==> src/rtl/mem_seq_unit.sv <==
// Multi-cycle fetch/execute/memory sequencer: owns the PC, serialises each
// instruction into phases, emits one commit pulse per retired instruction and
// traps on halt or memory timeout.
module mem_seq_unit #(
  parameter int unsigned        ADDR_W  = 32,
  parameter logic [ADDR_W-1:0]  PC_INIT = '0,
  parameter int unsigned        TIMEOUT = 255,
  parameter int unsigned        CNT_W   = 8,
  parameter int unsigned        RET_W   = 32
) (
  input  logic              CLK,
  input  logic              RST,
  input  logic              ihit,
  input  logic [31:0]       imemload,
  output logic              imemREN,
  output logic [ADDR_W-1:0] imemaddr,
  output logic [31:0]       instr,
  output logic              instr_valid,
  input  logic              dreq_rd,
  input  logic              dreq_wr,
  input  logic              halt_req,
  input  logic [ADDR_W-1:0] next_pc,
  input  logic              dhit,
  output logic              dmemREN,
  output logic              dmemWEN,
  output logic              commit,
  output logic              halt,
  output logic              timeout_err,
  output logic [RET_W-1:0]  retired
);

  localparam int unsigned INSTR_W = 32;

  typedef enum logic [2:0] {
    FETCH  = 3'd0,
    EXEC   = 3'd1,
    MEM    = 3'd2,
    HALTED = 3'd3,
    ERR    = 3'd4
  } state_e;

  state_e              state_q, state_d;
  logic [ADDR_W-1:0]   pc_q, pc_d;
  logic [INSTR_W-1:0]  instr_q, instr_d;
  logic [CNT_W-1:0]    cnt_q, cnt_d;
  logic [RET_W-1:0]    retired_q, retired_d;
  logic                rd_q, rd_d;
  logic                wr_q, wr_d;
  logic                commit_c;
  logic                to_hit_c;

  // Timeout fires only when enabled and the wait counter has reached the limit.
  assign to_hit_c = (TIMEOUT != 0) && (cnt_q == CNT_W'(TIMEOUT));

  // State and datapath registers with synchronous reset.
  always_ff @(posedge CLK) begin
    if (RST) begin
      state_q   <= FETCH;
      pc_q      <= PC_INIT;
      instr_q   <= '0;
      cnt_q     <= '0;
      retired_q <= '0;
      rd_q      <= 1'b0;
      wr_q      <= 1'b0;
    end else begin
      state_q   <= state_d;
      pc_q      <= pc_d;
      instr_q   <= instr_d;
      cnt_q     <= cnt_d;
      retired_q <= retired_d;
      rd_q      <= rd_d;
      wr_q      <= wr_d;
    end
  end

  // Next-state, PC/counter update and commit decision.
  always_comb begin
    state_d   = state_q;
    pc_d      = pc_q;
    instr_d   = instr_q;
    cnt_d     = cnt_q;
    rd_d      = rd_q;
    wr_d      = wr_q;
    commit_c  = 1'b0;

    unique case (state_q)
      FETCH: begin
        if (ihit) begin
          instr_d = imemload;
          cnt_d   = '0;
          state_d = EXEC;
        end else if (to_hit_c) begin
          state_d = ERR;
        end else begin
          cnt_d = cnt_q + CNT_W'(1);
        end
      end
      EXEC: begin
        if (halt_req) begin
          state_d = HALTED;
        end else if (dreq_rd || dreq_wr) begin
          rd_d    = dreq_rd;
          wr_d    = dreq_wr;
          cnt_d   = '0;
          state_d = MEM;
        end else begin
          commit_c = 1'b1;
          pc_d     = next_pc;
          cnt_d    = '0;
          state_d  = FETCH;
        end
      end
      MEM: begin
        if (dhit) begin
          commit_c = 1'b1;
          pc_d     = next_pc;
          cnt_d    = '0;
          state_d  = FETCH;
        end else if (to_hit_c) begin
          state_d = ERR;
        end else begin
          cnt_d = cnt_q + CNT_W'(1);
        end
      end
      HALTED: state_d = HALTED;
      ERR:    state_d = ERR;
      default: state_d = FETCH;
    endcase

    retired_d = retired_q + (commit_c ? RET_W'(1) : RET_W'(0));
  end

  // Output decode; write wins over read when both were requested.
  assign imemREN     = (state_q == FETCH);
  assign imemaddr    = pc_q;
  assign instr       = instr_q;
  assign instr_valid = (state_q == EXEC) || (state_q == MEM);
  assign dmemWEN     = (state_q == MEM) && wr_q;
  assign dmemREN     = (state_q == MEM) && rd_q && !wr_q;
  assign commit      = commit_c;
  assign halt        = (state_q == HALTED) || (state_q == ERR);
  assign timeout_err = (state_q == ERR);
  assign retired     = retired_q;

endmodule

==> config.mk <==
export PLATFORM = sky130hd
export DESIGN_NAME = mem_seq_unit
export DESIGN_NICKNAME = d
export VERILOG_FILES = /design/src/rtl/mem_seq_unit.sv
export SDC_FILE = /design/constraint.sdc
export NUM_CORES = 1
export LEC_CHECK = 0
export CORE_MARGIN = 3
export CORE_UTILIZATION = 44
export CTS_CLUSTER_SIZE = 14
export DETAILED_ROUTE_END_ITERATION = 6
export PLACE_DENSITY = 0.82
export SETUP_SLACK_MARGIN = 0.15
export SLEW_MARGIN = 15
export SYNTH_ARGS = -nofsm -noshare
export SYNTH_HDL_FRONTEND = slang
export SYNTH_SLANG_ARGS = --single-unit
==> constraint.sdc <==
create_clock -name CLK -period 3.5 [get_ports CLK]
set_clock_uncertainty 0.15 [all_clocks]
set_input_delay 0.35 -clock CLK [delete_from_list [all_inputs] [get_ports CLK]]
set_output_delay 0.35 -clock CLK [all_outputs]
set_load 0.02 [all_outputs]
* After elaboration in Yosys (flattened, before gate mapping)
Index checks and enable logic that the tools add are counted.
Storage, ports and cells: flip-flop bits (word level) 109, input bits 71, output and inout bits 103, word-level logic and storage cells 52
Cells by class: add/sub/neg operators 2, equality and inequality tests 8, muxes and demuxes 20, bitwise logic cells 1, reduce and logical (&&, ||, !) cells 14
Operator list (count):
- two-way mux 32 bit | 3
- case mux 32 bit (2 select lines) | 1
- adder 32 x 1 -> 32 bit | 1
- two-way mux 8 bit | 4
- case mux 8 bit (3 select lines) | 1
- case mux 3 bit (5 select lines) | 1
- two-way mux 3 bit | 3
- adder 8 x 1 -> 8 bit (second input constant) | 1
- equality test 8 bit (second input constant) | 1
- equality test 3 x 2 -> 1 bit (second input constant) | 2
- != test 2 bit (second input constant) | 3
- two-way mux 1 bit | 4
- two-way mux 2 bit | 2
- AND reduction 2 bit | 2
- AND reduction 4 bit | 1
- equality test 3 x 1 -> 1 bit (second input constant) | 1
- equality test 3 bit (second input constant) | 1
- logical AND 1 bit | 3
- zero test 3 bit | 1
- logical OR 1 bit | 3
- AND reduction 3 bit | 1
- nonzero test 3 bit | 1
- case mux 1 bit (2 select lines) | 1
- nonzero test 2 bit | 1
- 2 further kinds | 2

* Depth between registers and ports, before layout
Gate-level depths: netlist (run 1).
word-level depth 6, gate-level depth with buffers 12, depth with buffers taken out 9

* Worst setup path after synthesis (run 1)
Ideal clock, no wire load.
path type input-to-reg, start input dreq_wr, end register retired_q[20], in the netlist retired[20], library setup time 0.070 ns, arrival time 2.917 ns, data required time 3.280 ns, path slack 0.363 ns, cell stages on the path 12, buffers on the path 3, cell sequence nor4_1 -> a21oi_1 -> clkbuf_1 -> nor2_1 -> ha_1 -> ha_1 -> and3_1 -> buf_2 -> nand3_1 -> buf_2 -> or4_1 -> a21oi_1
Between the ends: longest elaborated chain between the ends 6
Ends and longest elaborated chain:
- start, declared | RTL line 20 | input logic dreq_wr,
- logical OR 1 bit | RTL line 101 | end else if (dreq_rd || dreq_wr) begin
- two-way mux 1 bit | RTL line 101
- two-way mux 1 bit | RTL line 99 | if (halt_req) begin
- case mux 1 bit (2 select lines) | RTL line 86 | unique case (state_q)
- net commit | RTL line 26 | output logic commit,
- two-way mux 1 bit | RTL line 130 | retired_d = retired_q + (commit_c ? RET_W'(1) : RET_W'(0));
- adder 32 x 1 -> 32 bit | RTL line 130
- end signal, assigned | RTL line 70 | retired_q <= retired_d;
- end, declared | RTL line 46 | logic [RET_W-1:0] retired_q, retired_d;
The timed path passes the listed nets, and every way through them passes these cells. A chain may end at the register's enable or synchronous reset.

* Worst setup path after layout (run 1)
start register state_q[1], end register retired_q[26], in the netlist retired[26]
Between the ends: longest elaborated chain between the ends 4, elaborated cells on any way between the ends 5, classes of those cells 1 x add/sub; 2 x eq/ne; 2 x mux
Ends and longest elaborated chain:
- start, declared | RTL line 42 | state_e state_q, state_d;
- start signal, assigned | RTL line 66 | state_q <= state_d;
- equality test 3 x 2 -> 1 bit / equality test 3 x 1 -> 1 bit (equally long branches) | RTL line 86
- case mux 1 bit (2 select lines) * | RTL line 86
- two-way mux 1 bit * | RTL line 130
- adder 32 x 1 -> 32 bit * | RTL line 130
Mark *: on every way between the ends. The rest lies on a longest branch, timed or not.

==> impl_metrics.json, run 1 <==
{
  "status": "completed",
  "postCtsSetupRepairBufs": 0,
  "required_ns": 3.64,
  "grt_max_degree": 75,
  "diodes": 0,
  "gp_congestion": 0.849,
  "drtPass1Iterations": 4,
  "insertion_delay_ns": 0.36,
  "synth.top_cell.area_share_pct": 47.1,
  "grt_pass1_vias": 4451,
  "cts_tree": "done",
  "clock.fmax_mhz": 331,
  "synthCells": 549,
  "drt_iter0_markers": 313,
  "startpoint_type": "flip-flop",
  "grt_pass1_wl_mm": 20.9,
  "grt_antenna_before_repair": 0,
  "regArea_sq_mm": 0.00218,
  "critical_path_class": "reg -> reg",
  "syn-cell-area_sq_mm": 0.00463,
  "ys_types": 51,
  "startpoint": "state_q[1]",
  "avgRoutedWirePerCell_microns": 15.6,
  "synth-seq-cells": 109,
  "cts_made_buffers": 9,
  "cts_root_buf": "clkbuf_8",
  "pin_count": 174,
  "dieArea_sq_mm": 0.0118,
  "vias": 4580,
  "clk_pin_slew_ns": 0.11,
  "setup_viol": 0,
  "fin_crit_ns": 3.02,
  "path_max_fanout": 14,
  "hpwl_mm": 9.38,
  "finalHoldViolCount": 0,
  "critPathCaptureType": "flip-flop",
  "rr_startpoint": "state_q[1]",
  "holdBufCountCts": 0,
  "sw_frac_of_total_pct": 26.6,
  "synth.most_common_cell": "dfxtp_1",
  "p_sw_uw": 643,
  "slew_violations": 0,
  "timing.rr.end": "retired[26]",
  "port_buffers": 173,
  "via_per_inst": 5.47,
  "min_period_over_period_pct": 86.2,
  "synth_area_leaders": "dfxtp_1 47%, a21oi_1 9.7%, nand2_1 6.5%, nand3_1 5.0%, o31ai_1 2.8%",
  "max-slew-margin-rel_pct": 31.7,
  "r2r_setup_slack_ns": 0.48,
  "rsz0062_at_grt": "no",
  "totalNegativeSetupSlack_ns": 0,
  "nFillCells": 859,
  "wirelength_mm": 13.0,
  "cp_cell_sequence": "and3b_1 > a21oi_2 > nor2_1 > ha_1 > ha_1 > and3_1 > buf_4 > nand4_1 > or4_1 > a21oi_1",
  "endpoint": "retired[26]",
  "die_h_microns": 109,
  "ir_worst_vdd_uv": 194,
  "tightestPinTransition_ns": 1.02,
  "groute.usage.overall_pct": 21.6,
  "cts.path.max_buffers": 2,
  "min_path_type": "reg -> reg",
  "htree_levels": 3,
  "synth_area_leader_cell": "dfxtp_1",
  "drc_errors": 0,
  "layout-drive-gt1-share_pct": 5.82,
  "reg2regPathDepth": 10,
  "rows": 36,
  "crit_slowest_cell": "dfxtp_1",
  "slowest_delay_ns": 0.73,
  "initial_core_util_pct": 46.3,
  "yosysSeqAreaShare_pct": 47.1,
  "overflow": 0,
  "yosysWarnings": 0,
  "synth_ff_type": "dfxtp_1",
  "drv_cap": 0,
  "p_int_mw": 1.78,
  "cts_resized": 0,
  "powerDensity_mw_per_mm2": 367,
  "core_sq_mm": 0.0100,
  "setup_ws_ns": 0.482,
  "clkSinkCount": 109,
  "area_growth_pct": 42.2,
  "syn_nets": 623,
  "synth_edf_count": 0,
  "seqPwrFrac_pct": 54.3,
  "cellLeakagePower_nw": 2.25,
  "post-place-ws_ns": 0.254,
  "die_w_microns": 109,
  "p_comb_share_pct": 15.3,
  "ys_async_sr_fraction_pct": 0,
  "arrival_ns": 3.16,
  "p_clk_share_pct": 30.4,
  "postRouteAntennaNets": 0,
  "crit_path_frequent_cell": "ha_1",
  "nNetsFinal": 774,
  "yosys-top-cells-count": "109 x dfxtp_1, 90 x a21oi_1, 80 x nand2_1, 46 x nand3_1, 24 x clkbuf_1",
  "multi_input_area_sq_mm": 0.00222,
  "syn_avg_cell_area_sq_um": 8.44
}
-- state kept, by name, indices dropped and copies added (netlist names) --
signal and count:
cnt_q 8, wr_q 1, retired 32, instr 32, imemaddr 32, state_q 3, rd_q 1
-- per-stage QoR --
step / hold slack (ns) / utilization [%] / std cells / cell area [sq um] / power [mW]
after floorplan: 0.282 / - / 549 / 4630 / 1.52
after global placement: 0.292 / 63.9 / 822 / 6390 / 1.70
after CTS: 0.313 / 65.9 / 838 / 6590 / 2.44
after global routing: 0.326 / 65.9 / 838 / 6590 / 2.54
after detailed placement: 0.297 / 63.9 / 822 / 6390 / 1.71
final: 0.309 / 65.9 / 838 / 6590 / 2.42
-- layout by cell type (no fill, tap or decap), types with 3 or more instances in the layout --
| cell type | n |
|---|---|
| nor2b_1 | 5 |
| dfxtp_1 | 109 |
| or4_1 | 15 |
| nand3_1 | 46 |
| clkbuf_8 | 11 |
| xnor2_1 | 4 |
| xor2_1 | 10 |
| and4_1 | 3 |
| o21ai_1 | 16 |
| a21oi_1 | 89 |
| and2_1 | 3 |
| clkdlybuf4s50_1 | 172 |
| nand4_1 | 11 |
| inv_1 | 5 |
| or3_1 | 6 |
| and3_1 | 3 |
| o21ai_0 | 22 |
| nand4_4 | 3 |
| nand2_1 | 80 |
| nor2_1 | 23 |
| ha_1 | 3 |
| o31ai_1 | 17 |
| buf_4 | 11 |
-- worst min-delay path by stage --
stage,start,to,slack (ns),cells past startpoint
after global routing,instr[0],instr[0],0.33,2
after floorplan,rd_q,rd_q,0.28,2
final,instr[27],instr[27],0.31,2
after global placement,rd_q,rd_q,0.29,2
after CTS,instr[27],instr[27],0.31,2
after detailed placement,instr[0],instr[0],0.30,2
-- power by group through the flow --
stage               combinational, mW  sequential [mW]  clock, mW
global route                    0.401             1.32      0.813
floorplan                       0.138             1.38          0
finish                          0.370             1.31      0.735
detailed placement              0.372             1.34          0
global placement                0.364             1.34          0
CTS                             0.374             1.31      0.757
-- layer usage --
| metal | GRT usage [%] | vias to the layer above | share of wire, % |
|---|---|---|---|
| met3 | 6.93 | 18 | 8.2 |
| li1 | - | 2257 | - |
| met4 | 8.03 | 0 | 2.0 |
| met1 | 25.3 | 2158 | 41 |
| met2 | 36.8 | 147 | 49 |
| met5 | 0 | - | 0 |
-- final cells by class --
class	count	share of cell area (%)
Inverter	6	0.342
Multi-Input combinational cell	391	33.7
Tap cell	133	2.53
Sequential cell	109	33.1
Clock inverter	5	0.627
Timing Repair Buffer	183	27.4
Clock buffer	11	2.30
-- worst max-delay path: cells and delay by family (launching register included) --
kind,cells,cell delay (ns)
compound gates,2,0.22
buf+inv,1,0.15
flops,1,0.73
simple gates,5,1.32
fa+ha+maj,2,0.40
-- kinds of logic after synthesis --
logic type	after synthesis	share of synthesized area, %
buffers and inverters	49	5.08
DFF	109	47.1
adders and majority gates	3	0.810
xor gates and xnor gates	14	2.65
AOI/OAI and AO/OA	159	19.7
muxes	2	0.459
and+or+nand+nor	213	24.2
(Power assumes the default switching activity.)
==> run 2: changes to the inputs <==
- CORE_ASPECT_RATIO: default -> 1.75
- CORE_UTILIZATION: 44 -> 41
- GPL_ROUTABILITY_DRIVEN: default -> 0
- PLACE_DENSITY: 0.82 -> 0.77
==> impl_metrics.json, run 2 (same netlist as run 1, synthesis figures left out) <==
{
  "status": "completed",
  "drv_cap": 0,
  "slowest_delay_ns": 0.70,
  "area_growth_pct": 44.7,
  "path_max_fanout": 14,
  "drc_errors": 0,
  "cp_cell_sequence": "and3b_1 > a21oi_2 > nor2_1 > ha_1 > ha_1 > and3_1 > buf_4 > nand4_1 > or4_1 > a21oi_1",
  "clkSinkCount": 109,
  "whs_ns": 0.307,
  "critPathCaptureType": "flip-flop",
  "worst-path-buf-inv": 1,
  "holdBufCountCts": 0,
  "hpwl_mm": 9.95,
  "rr_startpoint": "state_q[1]",
  "post-place-ws_ns": 0.201,
  "nFillCells": 974,
  "insertion_delay_ns": 0.34,
  "diodes": 0,
  "wirelength_mm": 13.5,
  "vias": 4542,
  "totalNegativeSetupSlack_ns": 0,
  "slew_violations": 0,
  "reg2regPathDepth": 10,
  "rows": 50,
  "grt_pass1_vias": 4595,
  "groute.usage.overall_pct": 21.4,
  "startpoint": "state_q[1]",
  "powerDensity_mw_per_mm2": 412,
  "final_cell_mix": "172 x clkdlybuf4s50_1, 109 x dfxtp_1, 89 x a21oi_1",
  "cts_made_buffers": 9,
  "startpoint_type": "flip-flop",
  "overflow": 0,
  "crit_slowest_cell": "dfxtp_1",
  "grt_pass1_wl_mm": 22.1,
  "tightestPinTransition_ns": 0.979,
  "finalPower_mw": 2.76,
  "initial_core_util_pct": 42.6,
  "timing.rr.end": "retired[28]",
  "whs_endpoint": "instr[29]",
  "postRouteAntennaNets": 0,
  "layout-drive-gt1-share_pct": 5.82,
  "grt_antenna_before_repair": 0,
  "core_sq_mm": 0.0109,
  "cts_resized": 0,
  "clock.fmax_mhz": 328,
  "crit_path_frequent_cell": "ha_1",
  "cts.path.max_buffers": 2,
  "grt_max_degree": 75,
  "avgRoutedWirePerCell_microns": 16.2,
  "setup_viol": 0,
  "setup_ws_ns": 0.447,
  "htree_levels": 3,
  "pin_count": 174,
  "path_delay_family": "simple AND/OR/NAND/NOR gates",
  "rsz0062_at_grt": "no",
  "via_per_inst": 5.45,
  "whs_path_depth": 2,
  "finalHoldViolCount": 0,
  "r2r_setup_slack_ns": 0.45,
  "final_common_cell": "clkdlybuf4s50_1",
  "cts_root_buf": "clkbuf_16",
  "max-slew-margin-rel_pct": 34.6,
  "die_h_microns": 147,
  "cellLeakagePower_nw": 2.30,
  "fin_crit_ns": 3.05,
  "hp-start": "instr[29]",
  "min_period_over_period_pct": 87.2,
  "die_w_microns": 86.3,
  "critical_path_class": "reg -> reg",
  "postCtsSetupRepairBufs": 0,
  "ir_worst_vdd_uv": 305,
  "arrival_ns": 3.17,
  "port_buffers": 173,
  "required_ns": 3.61,
  "clk_pin_slew_ns": 0.08,
  "dieArea_sq_mm": 0.0127,
  "nNetsFinal": 773,
  "drt_iter0_markers": 265,
  "min_path_type": "reg -> reg",
  "drtPass1Iterations": 4,
  "cts_tree": "done"
}
-- run 2: layout make-up --
class / instances / area, sq um / area share [%]
Tap cell: 130 / 163 / 2.43
Inverter: 6 / 22.5 / 0.336
Sequential cell: 109 / 2180 / 32.6
Multi-Input combinational cell: 391 / 2220 / 33.1
Clock inverter: 5 / 66.3 / 0.989
Timing Repair Buffer: 182 / 1800 / 26.8
Clock buffer: 11 / 253 / 3.77
-- run 2: report_power, final --
group	total, mW	switching (mW)	internal [mW]
Combinational	0.373	0.186	0.187
Clock	1.07	0.470	0.604
Sequential	1.31	0.0300	1.28
Total	2.76	0.687	2.07
-- run 2: per-layer routing --
metal / track usage, % / wire [microns] / vias up
met4: 8.42 / 432 / 0
li1: - / - / 2248
met2: 39.7 / 7590 / 123
met5: 0 / 0 / -
met1: 22.6 / 4900 / 2144
met3: 4.91 / 561 / 27
-- run 2: how the worst max path moves through the flow --
stage,to,slack (ns),cells past startpoint
finish,retired[28],0.45,10
global route,retired[28],0.17,10
CTS,retired[28],0.45,10
detailed placement,retired[16],0.20,12
global placement,retired[26],0.27,12
floorplan,retired[20],0.36,12
-- run 2: stage by stage --
stage                     area [sq um]  utilization [%]  instances
after floorplan                   4630                -        549
after global placement            6380             58.6        818
after detailed placement          6380             58.6        818
after CTS                         6700             61.6        834
after global routing              6700             61.6        834
final                             6700             61.6        834
-- run 2: tightest hold or removal path, delay by kind of cell (launching register included) --
kind	cells	cell delay, ns
AO/OA/AOI/OAI	1	0.05
flip-flops	1	0.31
AND/OR/NAND/NOR	1	0.05
==> variant 1, RTL diff (settings of run 1) <==
The parameter `RET_W` goes from 32 to 64.
--- a/src/rtl/mem_seq_unit.sv
+++ b/src/rtl/mem_seq_unit.sv
@@ -6,7 +6,7 @@
   parameter logic [ADDR_W-1:0]  PC_INIT = '0,
   parameter int unsigned        TIMEOUT = 255,
   parameter int unsigned        CNT_W   = 8,
-  parameter int unsigned        RET_W   = 32
+  parameter int unsigned        RET_W   = 64
 ) (
   input  logic              CLK,
   input  logic              RST,
Ports: changed (resized retired); port bits go from 174 to 206. The function was not compared with the original's and may differ.
==> variant 1 against run 1 <==
- hold slack got worse by 0.0064 ns
- maximum frequency shrank 2.7%
- cell count is 27% higher
- non-clock buffer count up 30
- first-iteration DRC count is 48% higher
- power up 50%
- sequential cell count grew 32
- count of clock-buffer cells in the layout grew 17
- wire length increased by 18%
- setup slack worse by 0.084 ns
- final area grew 31%
- sequential share of layout area down 0.32 points
- area after synthesis up 27%
- largest cell class unchanged
==> variant 1: results (changes against run 1) <==
stage;metric;value;unit;change
outcome;outcome;complete, no violations;;unchanged
global_route;use_met3;0.0704;;was 0.0693
critical_path;critPathSlowestCell;clkdlybuf4s50_1;;was dfxtp_1
min_path;hold_class;flip-flop to flip-flop;;unchanged
global_route;use_met2;0.339;;was 0.368
cells_and_area;antenna_cells;0;;unchanged
detailed_routing;drt_iter0_drc;464;;was 313
global_route;grt_pass1_wl;25.0;mm;was 20.9 mm
clock_network;clk_latency;0.41;ns;was 0.36 ns
cells_and_area;largest_register_ffs;64;;
global_route;grt_max_degree;82;;was 75
detailed_routing;wl_met1;6.69;mm;was 5.29 mm
clock_network;cts_buffer_depth;2;;unchanged
cells_and_area;nNetsFinal;955;;was 774
detailed_routing;vias;5535;;was 4580
cells_and_area;drive_above_1_share;0.0426;;was 0.0582
clock_network;cts_max_level;4;;was 3
placement;port_buffers;205;;was 173
global_route;grt.total_usage;0.211;;was 0.216
detailed_routing;wl_met3;1.04;mm;was 1.07 mm
detailed_routing;dr.pass1.iters;4;;unchanged
power_and_ir_drop;ir_drop;313;µV;was 194 µV
critical_path;crit_fanout;33;;was 14
detailed_routing;routed-wl-met2;7.43;mm;was 6.43 mm
synth;synth.top_cells.by_area;dfxtp_1 48%, mux2i_1 6.1%, nand2_1 6.0%;;was dfxtp_1 47%, a21oi_1 9.7%, nand2_1 6.5%
global_route;grt_use_met1;0.266;;was 0.253
critical_path;crit_arrival;2.60;ns;was 3.16 ns
synth;yosysSeqAreaShare;0.482;;was 0.471
synth;synth_cell_types;38;;was 51
critical_path;cpLargestDelayFamily;buffers and inverters;;was simple AND/OR/NAND/NOR gates
detailed_routing;top_layer;met4;;unchanged
clock_network;cts-root-buf;clkbuf_16;;was clkbuf_8
placement;post-dp-hpwl;10.7;mm;was 9.38 mm
global_route;grt_pass1_vias;5130;;was 4451
clock_network;clk_pin_slew;0.05;ns;was 0.11 ns
power_and_ir_drop;combPwrFrac;0.100;;was 0.153
synth;synth.net_count;757;;was 623
power_and_ir_drop;pwr.group.clock;1.60;mW;was 0.735 mW
synth;synthArstFlopShare;0;;unchanged
critical_path;critPathMaxStageDelay;0.69;ns;was 0.73 ns
synth;yosys-top-cells-count;141 x dfxtp_1, 93 x nand2_1, 83 x nor2_1;;was 109 x dfxtp_1, 90 x a21oi_1, 80 x nand2_1
timing;slew_headroom;0.299;;was 0.317
detailed_routing;wl;15.4;mm;was 13.0 mm
power_and_ir_drop;switching_share;0.224;;was 0.266
placement;routabilityCongestion;0.792;;was 0.849
power_and_ir_drop;p_leak;2.89;nW;was 2.25 nW
clock_network;cts_inserted_buffers;17;;was 9
-- variant 1: cell count changes after synthesis, sizes merged, moves of 11 or more --
cell   delta
a21oi    -23
or3      +14
nor2     +60
buf      -13
o21ai    -16
dfxtp    +32
nand3    -23
xnor2    +21
mux2i    +35
nand2    +12
nor4     +11
nand4    +12
-- variant 1: final timing paths --
path / slack (ns) / cells after the start / startpoint / endpoint
setup reg to reg: 0.55 / 10 / state_q[1] / retired[54]
hold / removal: 0.30 / 2 / instr[27] / instr[27]
hold reg to reg: 0.30 / 2 / instr[27] / instr[27]
setup / recovery: 0.40 / 5 / state_q[1] / commit
-- variant 1: worst register-to-register path: stages, from the launching register on --
cell and delay [ns]:
dfxtp_1 0.54, nor2b_1 0.25, nand2_1 0.13, a21oi_4 0.20, ha_1 0.22, ha_1 0.21
and2_1 0.16, nand4_1 0.09, buf_4 0.23, or4_1 0.52, a21oi_1 0.16
-- variant 1: metrics by stage --
step	util	worst slack (ns)	power (mW)	cell area [µm²]	std cells
after floorplan	-	0.231	1.88	5860	683
after global placement	0.630	0.435	2.07	8080	1034
after detailed placement	0.630	0.357	2.07	8080	1034
after CTS	0.670	0.237	3.68	8600	1063
after global routing	0.671	0.164	3.77	8600	1063
final	0.671	0.397	3.64	8600	1063
-- variant 1: cell type report --
type	instances	area, µm²
Fill cell	1042	4220
Sequential cell	141	2820
Inverter	13	48.8
Multi-Input combinational cell	495	2870
Timing Repair Buffer	213	2130
Clock inverter	1	5.00
Tap cell	172	215
Clock buffer	28	517
-- variant 1: logic make-up (layout without fill, tap and decap cells) --
logic type      after synthesis  after routing  synth area share
simple gates                309            309             0.260
mux                          37             37            0.0634
compound gates              109            109             0.102
fa+ha+maj                     3              3           0.00641
xor+xnor                     37             37            0.0553
buf+inv                      47            255            0.0310
flops                       141            141             0.482
==> variant 2, RTL diff (settings of run 1) <==
Made on the original files. Make the reset (`RST`) asynchronous in one clocked block. Comments in the files are not updated.
--- a/src/rtl/mem_seq_unit.sv
+++ b/src/rtl/mem_seq_unit.sv
@@ -53,7 +53,7 @@
   assign to_hit_c = (TIMEOUT != 0) && (cnt_q == CNT_W'(TIMEOUT));
 
   // State and datapath registers with synchronous reset.
-  always_ff @(posedge CLK) begin
+  always_ff @(posedge CLK or posedge RST) begin
     if (RST) begin
       state_q   <= FETCH;
       pc_q      <= PC_INIT;
Behaviour: differs if RST is asserted again (counterexample within 4 cycles, from zero or initial values and one cycle with RST high); with RST held inactive, the same outputs for 10 cycles.
==> variant 2 against run 1 <==
- count of clock-buffer cells in the layout shrank 2
- synthesized cell count is 38% lower
- setup slack gained 0.0013 ns
- non-clock buffer count decreased by 4
- final area is 0.99% higher
- sequential cell count did not move
- area after synthesis is 1.0% lower
- wire length shrank 15%
- die area shrank 0.96%
- maximum frequency barely moved
- critical path type unchanged
Power is not compared: it rests on default switching activity, and its combinational part moved more than twofold at a synthesized area within 25%.
==> variant 2: results (changes against run 1) <==
stage;metric;value;unit;change
global_route;grt_max_degree;55;;was 75
clock_network;cts_buffer_depth;2;;unchanged
power_and_ir_drop;power.switching;1.90;mW;
detailed_routing;vias;3350;;was 4580
global_route;grt_pass1_wl;17.4;mm;was 20.9 mm
detailed_routing;route.detailed.wl_per_inst;16.8;µm;was 15.6 µm
cells_and_area;fillers;742;;was 859
clock_network;cts_max_level;3;;unchanged
placement;placed_cells;641;;was 822
critical_path;crit_fanout;14;;unchanged
synth;yosysSeqAreaShare;0.595;;was 0.471
timing;slew_headroom;0.454;;was 0.317
critical_path;critPathMaxStageDelay;0.57;ns;was 0.73 ns
synth;synth_cell_types;41;;was 51
placement;port_buffers;173;;unchanged
cells_and_area;final-seq-area;2730;µm²;was 2180 µm²
global_route;grt_pass1_vias;3483;;was 4451
power_and_ir_drop;ir_drop;503;µV;
timing;timing.final.hold_violations;0;;unchanged
detailed_routing;dr.pass1.iters;4;;unchanged
clock_network;postCtsSetupBuffers;0;;unchanged
min_path;hold_class;primary input to asynchronous set/reset pin;;was flip-flop to flip-flop
synth;yosys-top-cells-count;109 x dfrtp_1, 63 x mux2_2, 26 x xnor2_1;;was 109 x dfxtp_1, 90 x a21oi_1, 80 x nand2_1
clock_network;cts_resized;0;;unchanged
placement;routabilityCongestion;0.818;;was 0.849
placement;placed_area;6450;µm²;was 6390 µm²
outcome;outcome;complete, no violations;;unchanged
synth;synth_edf_count;0;;unchanged
detailed_routing;drt_iter0_drc;174;;was 313
cells_and_area;nNetsFinal;593;;was 774
clock_network;cts-root-buf;clkbuf_8;;unchanged
synth;synth.top_cells.by_area;dfrtp_1 59%, mux2_2 15%, xnor2_1 5.0%;;was dfxtp_1 47%, a21oi_1 9.7%, nand2_1 6.5%
clock_network;cts_inserted_buffers;9;;unchanged
power_and_ir_drop;p_leak;2.79;nW;
timing;setup_ws;0.483;ns;was 0.482 ns
clock_network;clk_pin_slew;0.11;ns;about the same
critical_path;r2r_cells;10;;unchanged
synth;synth.net_count;416;;was 623
synth;synthCells;342;;was 549
synth;synth_warnings;0;;unchanged
global_route;grt.total_usage;0.191;;was 0.216
critical_path;crit_arrival;3.12;ns;was 3.16 ns
synth;synthArstFlopShare;1.00;;was 0
placement;preCtsSetupSlack;0.319;ns;was 0.254 ns
critical_path;critPathSlowestCell;dfrtp_1;;was dfxtp_1
global_route;antenna_found_initial;0;;unchanged
timing;finalSetupViolCount;0;;unchanged
placement;post-dp-hpwl;8.33;mm;was 9.38 mm
detailed_routing;wl;11.1;mm;was 13.0 mm
clock_network;clk_latency;0.36;ns;about the same
cells_and_area;drive_above_1_share;0.176;;was 0.0582
cells_and_area;antenna_cells;0;;unchanged
==> variant 2: cell types whose count changed after synthesis, sizes merged, moves of 16 or more <==
cell           run 1  this run
a21oi             90        10
clkbuf            25         2
dfrtp              0       109
dfxtp            109         0
mux2               1        64
nand2             81        15
nand3             47        20
o21ai             39         4
o31ai             17         1
xnor2              4        26
==> variant 2: power groups by stage <==
stage / registers [mW] / logic [mW] / clock network, mW
floorplan: 2.47 / 0.874 / 0
global placement: 1.99 / 2.45 / 0
detailed placement: 2.02 / 2.50 / 0
CTS: 2.00 / 2.51 / 0.763
global route: 2.05 / 2.64 / 0.812
finish: 1.99 / 2.47 / 0.736
==> variant 2: cell type report <==
cell class,count,area share
clock inverters,7,0.0102
inverters,5,0.00339
flip-flops and latches,109,0.410
well taps,133,0.0250
repair buffers,179,0.269
multi-input cells,215,0.264
clock buffers,9,0.0186
==> variant 2: worst max-delay path: cells and delay by family (launching register included) <==
kind | cells | cell delay [ns]
AOI/OAI and AO/OA | 1 | 0.09
DFF | 1 | 0.57
adders and majority gates | 2 | 0.39
xor gates and xnor gates | 1 | 0.15
buffers and inverters | 1 | 0.11
and+or+nand+nor | 5 | 1.44
==> variant 2: metal layers <==
layer	GRT usage	wire [µm]	share of wire	vias up
met5	0	0	0	-
met4	0.0415	95	0.0086	0
met3	0.0842	1030	0.093	10
met2	0.319	5570	0.50	114
met1	0.230	4360	0.39	1665
li1	-	-	-	1561
==> variant 2: kinds of logic (layout without fill, tap and decap cells) <==
group                    count (synthesis)  count (layout)  synth area share
AO/OA/AOI/OAI                           25              25            0.0412
XOR/XNOR                                32              32            0.0611
adder cells (fa/ha/maj)                  3               3           0.00819
buffers and inverters                   18             200            0.0248
flip-flops                             109             109             0.595
multiplexers                            66              66             0.162
AND/OR/NAND/NOR                         89              89             0.108
==> variant 2: final timing paths <==
| kind | from | to |
|---|---|---|
| worst max-delay path | state_q[1] | retired[16] |
| max in group asynchronous | RST | imemaddr[9] |
| worst min-delay path | RST | retired[15] |
| worst min register to register | retired[31] | retired[31] |
| worst max register to register | state_q[1] | retired[16] |
| min in group CLK | retired[31] | retired[31] |
==> variant 2: through the flow <==
| step | hold slack [ns] | total power, mW |
|---|---|---|
| 2_1_floorplan | 0.309 | 3.34 |
| 3_3_place_gp | 0.311 | 4.43 |
| 3_5_place_dp | 0.328 | 4.52 |
| 4_1_cts | 0.338 | 5.27 |
| 5_1_grt | 0.368 | 5.50 |
| 6_report | 0.323 | 5.20 |
